--- src/rtl/dtmr_pkg.sv ---
// Shared definitions for the dynamic-TMR sequencer: FSM state encoding and
// a small popcount helper for the 3-bit voter fault vector.
package dtmr_pkg;

  typedef enum logic [1:0] {
    ST_NORMAL = 2'd0,
    ST_TMR    = 2'd1,
    ST_RESYNC = 2'd2,
    ST_FATAL  = 2'd3
  } dtmr_state_e;

  function automatic logic [1:0] popcount3(input logic [2:0] v);
    return {1'b0, v[0]} + {1'b0, v[1]} + {1'b0, v[2]};
  endfunction

endpackage

--- src/rtl/dtmr_fault_cnt.sv ---
// Per-copy consecutive-fault run counter. Counts only while enabled and the
// copy's fault flag is set, saturates at THRESH, and flags the cycle on which
// the run reaches THRESH so the sequencer can react on that same edge.
module dtmr_fault_cnt #(
  parameter int THRESH = 4
) (
  input  logic clk,
  input  logic rst,
  input  logic en,
  input  logic fault_bit,
  output logic hit
);

  localparam int W = $clog2(THRESH + 1);
  localparam logic [W-1:0] THR = W'(THRESH);
  localparam logic [W-1:0] THR_M1 = W'(THRESH - 1);

  logic [W-1:0] cnt;

  assign hit = en & fault_bit & (cnt >= THR_M1);

  // Run length of back-to-back faulty cycles; any clean or disabled cycle clears it.
  always_ff @(posedge clk or posedge rst) begin
    if (rst) begin
      cnt <= '0;
    end else if (!en || !fault_bit) begin
      cnt <= '0;
    end else if (cnt != THR) begin
      cnt <= cnt + 1'b1;
    end
  end

endmodule

--- src/rtl/dtmr_ctrl.sv ---
// Dynamic-TMR sequencer: runs single-copy in NORMAL, votes in TMR, reloads a
// persistently faulty copy in RESYNC and latches FATAL on multi-copy faults.
// Optional statistics counters are enabled by defining DTMR_STATS_EN.
module dtmr_ctrl
  import dtmr_pkg::*;
#(
  parameter int FAULT_THRESH  = 4,
  parameter int RESYNC_CYCLES = 8,
  parameter int QUIET_CYCLES  = 16,
  parameter int CHECK_PERIOD  = 256
) (
  input  logic       clk,
  input  logic       rst,
  input  logic       mode_req,
  input  logic [2:0] fault,
  input  logic       clr_fatal,
  output logic       tmr_state,
  output logic [2:0] resync,
  output logic       fatal,
  output logic [1:0] fsm_state
`ifdef DTMR_STATS_EN
  ,
  output logic [7:0] fault_cnt1,
  output logic [7:0] fault_cnt2,
  output logic [7:0] fault_cnt3,
  output logic [7:0] resync_cnt
`endif
);

  localparam int PW = $clog2(CHECK_PERIOD + 1);
  localparam int QW = $clog2(QUIET_CYCLES + 1);
  localparam int RW = $clog2(RESYNC_CYCLES + 1);
  localparam logic [PW-1:0] PERIOD_LAST = PW'(CHECK_PERIOD - 1);
  localparam logic [QW-1:0] QUIET_LAST  = QW'(QUIET_CYCLES - 1);
  localparam logic [RW-1:0] RS_LAST     = RW'(RESYNC_CYCLES - 1);

  dtmr_state_e   state;
  logic [PW-1:0] period_cnt;
  logic [QW-1:0] quiet_cnt;
  logic [RW-1:0] rs_cnt;
  logic [2:0]    target;
  logic [2:0]    hit;
  logic [2:0]    hit_1h;
  logic          multi_fault;
  logic          run_en;

  assign run_en      = (state == ST_TMR);
  assign multi_fault = (popcount3(fault) >= 2'd2);
  assign fsm_state   = state;

  for (genvar i = 0; i < 3; i++) begin : g_run
    dtmr_fault_cnt #(
      .THRESH(FAULT_THRESH)
    ) u_run (
      .clk      (clk),
      .rst      (rst),
      .en       (run_en),
      .fault_bit(fault[i]),
      .hit      (hit[i])
    );
  end

  // Reduce threshold hits to a single one-hot resync target (lowest copy wins).
  always_comb begin
    hit_1h = 3'b000;
    if (hit[0])      hit_1h = 3'b001;
    else if (hit[1]) hit_1h = 3'b010;
    else if (hit[2]) hit_1h = 3'b100;
  end

  // Main sequencer: state, phase counters and all registered outputs move together.
  always_ff @(posedge clk or posedge rst) begin
    if (rst) begin
      state      <= ST_NORMAL;
      period_cnt <= '0;
      quiet_cnt  <= '0;
      rs_cnt     <= '0;
      target     <= 3'b000;
      tmr_state  <= 1'b0;
      resync     <= 3'b000;
      fatal      <= 1'b0;
    end else begin
      case (state)
        ST_NORMAL: begin
          if (mode_req || period_cnt == PERIOD_LAST) begin
            state      <= ST_TMR;
            tmr_state  <= 1'b1;
            period_cnt <= '0;
            quiet_cnt  <= '0;
          end else begin
            period_cnt <= period_cnt + 1'b1;
          end
        end
        ST_TMR: begin
          if (multi_fault) begin
            state <= ST_FATAL;
            fatal <= 1'b1;
          end else if (|hit) begin
            state  <= ST_RESYNC;
            target <= hit_1h;
            resync <= hit_1h;
            rs_cnt <= '0;
          end else if (|fault) begin
            quiet_cnt <= '0;
          end else if (quiet_cnt == QUIET_LAST) begin
            if (!mode_req) begin
              state      <= ST_NORMAL;
              tmr_state  <= 1'b0;
              period_cnt <= '0;
            end
          end else begin
            quiet_cnt <= quiet_cnt + 1'b1;
          end
        end
        ST_RESYNC: begin
          if (|(fault & ~target)) begin
            state  <= ST_FATAL;
            fatal  <= 1'b1;
            resync <= 3'b000;
          end else if (rs_cnt == RS_LAST) begin
            state     <= ST_TMR;
            resync    <= 3'b000;
            quiet_cnt <= '0;
          end else begin
            rs_cnt <= rs_cnt + 1'b1;
          end
        end
        ST_FATAL: begin
          if (clr_fatal) begin
            state     <= ST_TMR;
            fatal     <= 1'b0;
            quiet_cnt <= '0;
          end
        end
        default: begin
          state     <= ST_NORMAL;
          tmr_state <= 1'b0;
          resync    <= 3'b000;
          fatal     <= 1'b0;
        end
      endcase
    end
  end

`ifdef DTMR_STATS_EN
  logic [7:0] fcnt [3];
  logic [7:0] rcnt;

  assign fault_cnt1 = fcnt[0];
  assign fault_cnt2 = fcnt[1];
  assign fault_cnt3 = fcnt[2];
  assign resync_cnt = rcnt;

  // Lifetime statistics: faulty voting cycles per copy and resync entries, saturating.
  always_ff @(posedge clk or posedge rst) begin
    if (rst) begin
      for (int i = 0; i < 3; i++) fcnt[i] <= 8'd0;
      rcnt <= 8'd0;
    end else begin
      if (state == ST_TMR || state == ST_RESYNC) begin
        for (int i = 0; i < 3; i++) begin
          if (fault[i] && fcnt[i] != 8'hFF) fcnt[i] <= fcnt[i] + 8'd1;
        end
      end
      if (state == ST_TMR && !multi_fault && (|hit) && rcnt != 8'hFF) begin
        rcnt <= rcnt + 8'd1;
      end
    end
  end
`endif

endmodule

--- config.mk ---
export PLATFORM = sky130hd
export DESIGN_NAME = dtmr_ctrl
export DESIGN_NICKNAME = d
export VERILOG_FILES = /design/src/rtl/dtmr_pkg.sv /design/src/rtl/dtmr_fault_cnt.sv /design/src/rtl/dtmr_ctrl.sv
export SDC_FILE = /design/constraint.sdc
export NUM_CORES = 1
export LEC_CHECK = 0
export ABC_AREA = 1
export BUFFER_PORTS_ARGS = -buffer_cell sky130_fd_sc_hd__buf_4
export CAP_MARGIN = 20
export CORE_UTILIZATION = 60
export CTS_CLUSTER_DIAMETER = 40
export DETAILED_ROUTE_END_ITERATION = 10
export PLACE_DENSITY = 0.78
export SYNTH_ARGS = -nofsm -noshare
export SYNTH_HDL_FRONTEND = slang
export SYNTH_SLANG_ARGS = --single-unit
--- constraint.sdc ---
create_clock -name clk -period 2.35 [get_ports clk]
set_input_delay 0 -clock clk [delete_from_list [all_inputs] [get_ports clk]]
set_output_delay 0 -clock clk [all_outputs]
set_load 0.005 [all_outputs]
==> qor.yml <==
multi_input_area_mm2: 0.00129
hpwl_mm: 3.48
vias: 1999
wire_per_inst_um: 11.7
instances_no_fill: 389
utilization: 0.713
grt_max_degree: 24
final_layout_size_suffix_gt1_frac: 0.132
hp-class: "in2reg"
worst_slew_pin_slew_ps: 579
antenna_cells: 0
die_h_um: 65.2
fmax_ghz: 0.474
ant_nets: 0
drtIter0Drc: 98
nNetsFinal: 368
synth_area_mm2: 0.00240
cts_tree: "built"
register_area_um2: 926
start_util: 0.640
crit_path_end_kind: "flip-flop"
root_buffer: "clkbuf_8"
synth-seq-cells: 37
grt_overflow: 0
cts_buffer_depth: 2
path_clk_slew_ps: 70
slew_violations: 0
layout_commonest_cell: "nand2_1"
crit_fanout: 11
die_area_mm2: 0.00425
slew_headroom: 0.613
powerDensity_mw_per_mm2: 844
hold_violations: 0
cp_num_buf_inv: 3
setup_viol: 0
min_period_ps: 2110
cts.htree.levels: 2
vias_per_cell: 5.14
cts.sinks: 37
crit_top_cell: "buf_4"
place.port_buffers: 13
grt_usage: 0.248
drt_pass1_iterations: 4
place_congestion: 0.877
status: "complete, no violations"
cp.arrival_ps: 2290
grt_pass1_wl_mm: 8.15
worst_clock_skew_ps: 7.70
ys_warn_count: 0
avgSynthCellArea_um2: 7.54
period_share: 0.898
fp.dieW_um: 65.2
crit_slowest_cell: "ha_1"
antenna_found_initial: 0
areaGrowthSynthToFinish_pct: 11.3
peakVddDrop_uv: 557
max_cap_viol_count: 0
synth_nets: 345
insertion_delay_ps: 280
p_leak_nw: 1.44
io_pins: 14
final_cell_mix: "94 x nand2_1, 44 x inv_1, 37 x dfrtp_1"
required_ps: 2530
path_delay_family: "adder cells"
nFillCells: 324
startpoint_type: "flip-flop"
cts_buffers: 5
syn_inst: 318
max_stage_delay_ps: 500
grt_pass1_vias: 1938
rows: 22
drc: 0
yosysUniqueCellTypes: 28
crit_chain: "inv_1 -> ha_1 -> buf_4 -> nand3_2 -> o21ai_1 -> nor2_4 -> buf_4 -> nand3_1 -> nand2_1"
drt-total-wl_mm: 4.56
path_class: "reg2reg"
yosysSeqAreaShare: 0.386
post-place-cells: 379
core-area_mm2: 0.00374
## path summary, 6_finish.rpt
kind                            cells after the start               endpoint  slack, ps    startpoint
worst min-delay path                                3  g_run[0].u_run.cnt[2]         20      fault[0]
max in group asynchronous                           4              rs_cnt[2]       1290           rst
worst max-delay path                                9           quiet_cnt[1]        240  fsm_state[1]
worst max register to register                      9           quiet_cnt[1]        240  fsm_state[1]
worst min register to register                      2              resync[0]        470     resync[0]
min in group asynchronous                           3          period_cnt[6]        330           rst
## stage by stage
stage          total power [mW]  hold slack [ps]  setup TNS (ps)  instance area (µm²)  setup WS, ps
2_1_floorplan              1.57              157               0                 2400           421
3_3_place_gp               1.77             90.8               0                 2550           284
3_5_place_dp               1.79              100               0                 2550           177
4_1_cts                    2.23             17.4               0                 2640           162
5_1_grt                    2.46             28.4           -23.4                 2670         -12.1
6_report                   2.25             15.6               0                 2670           239
## synthesized netlist by cell type
master / count / area share
o211ai_1: 1 / 0.0031
o21ai_1: 4 / 0.0084
nor3_1: 2 / 0.0042
nor3b_1: 2 / 0.0063
nand3_1: 27 / 0.056
nor2_2: 1 / 0.0026
buf_6: 2 / 0.0094
nor2_4: 2 / 0.0094
nand3_2: 2 / 0.0084
nand4_2: 1 / 0.0052
a21oi_1: 8 / 0.017
o21bai_1: 1 / 0.0031
nor2_1: 33 / 0.052
dfrtp_1: 37 / 0.39
a21oi_2: 1 / 0.0037
inv_2: 2 / 0.0031
xor2_1: 3 / 0.011
nand4_1: 4 / 0.010
nand2_2: 7 / 0.018
o21ai_0: 12 / 0.025
ha_1: 20 / 0.10
nand2_1: 94 / 0.15
o21bai_4: 1 / 0.0078
o21a_1: 1 / 0.0031
nand3_4: 1 / 0.0073
inv_1: 44 / 0.069
o31ai_1: 3 / 0.0094
nand2_4: 2 / 0.0094
## worst reg2reg max path: stages (launching register included)
cell and delay, ps:
dfrtp_1 420, inv_1 120, ha_1 500, buf_4 240, nand3_2 140, o21ai_1 250, nor2_4 80, buf_4 140
nand3_1 70, nand2_1 50
## final cells by class
type,count,share of cell area
Clock buffer,7,0.0323
Tap cell,48,0.0225
Sequential cell,37,0.347
Multi-Input combinational cell,233,0.482
Inverter,46,0.0647
Timing Repair Buffer,18,0.0516
## what timing repair did
item	4_1_cts	5_1_grt
hold endpoints to repair	14	0
hold buffers	1	0
setup buffers	0	2
resized for setup	0	3
endpoints found under the setup margin	0	5
## cells by family (layout without fill, tap and decap cells)
kind of cell	Yosys count	after routing	synth area share
AO/OA/AOI/OAI	32	32	0.0804
XOR/XNOR	3	3	0.0110
adder cells (fa/ha/maj)	20	20	0.104
buffers and inverters	48	71	0.0814
flip-flops	37	37	0.386
AND/OR/NAND/NOR	178	178	0.337
## state kept, by name, indices dropped and copies added, names as in the netlist
| register | count |
|---|---|
| g_run.u_run.cnt | 9 |
| resync | 3 |
| period_cnt | 9 |
| target | 3 |
| fatal | 1 |
| fsm_state | 2 |
| tmr_state | 1 |
| rs_cnt | 4 |
| quiet_cnt | 5 |
## layer usage
layer | GRT usage | vias up | part of all wire
li1 | - | 1052 | -
met3 | 0.0417 | 6 | 0.036
met5 | 0 | - | 0
met2 | 0.403 | 39 | 0.47
met1 | 0.328 | 902 | 0.48
met4 | 0.0978 | 0 | 0.013
## where the power goes
| part | total [mW] | switching, mW | internal [mW] |
|---|---|---|---|
| clock | 0.438 | 0.206 | 0.232 |
| combinational | 0.964 | 0.606 | 0.358 |
| sequential | 0.851 | 0.0997 | 0.751 |
| total | 2.25 | 0.912 | 1.34 |
Power figures use the tool's default switching activity.
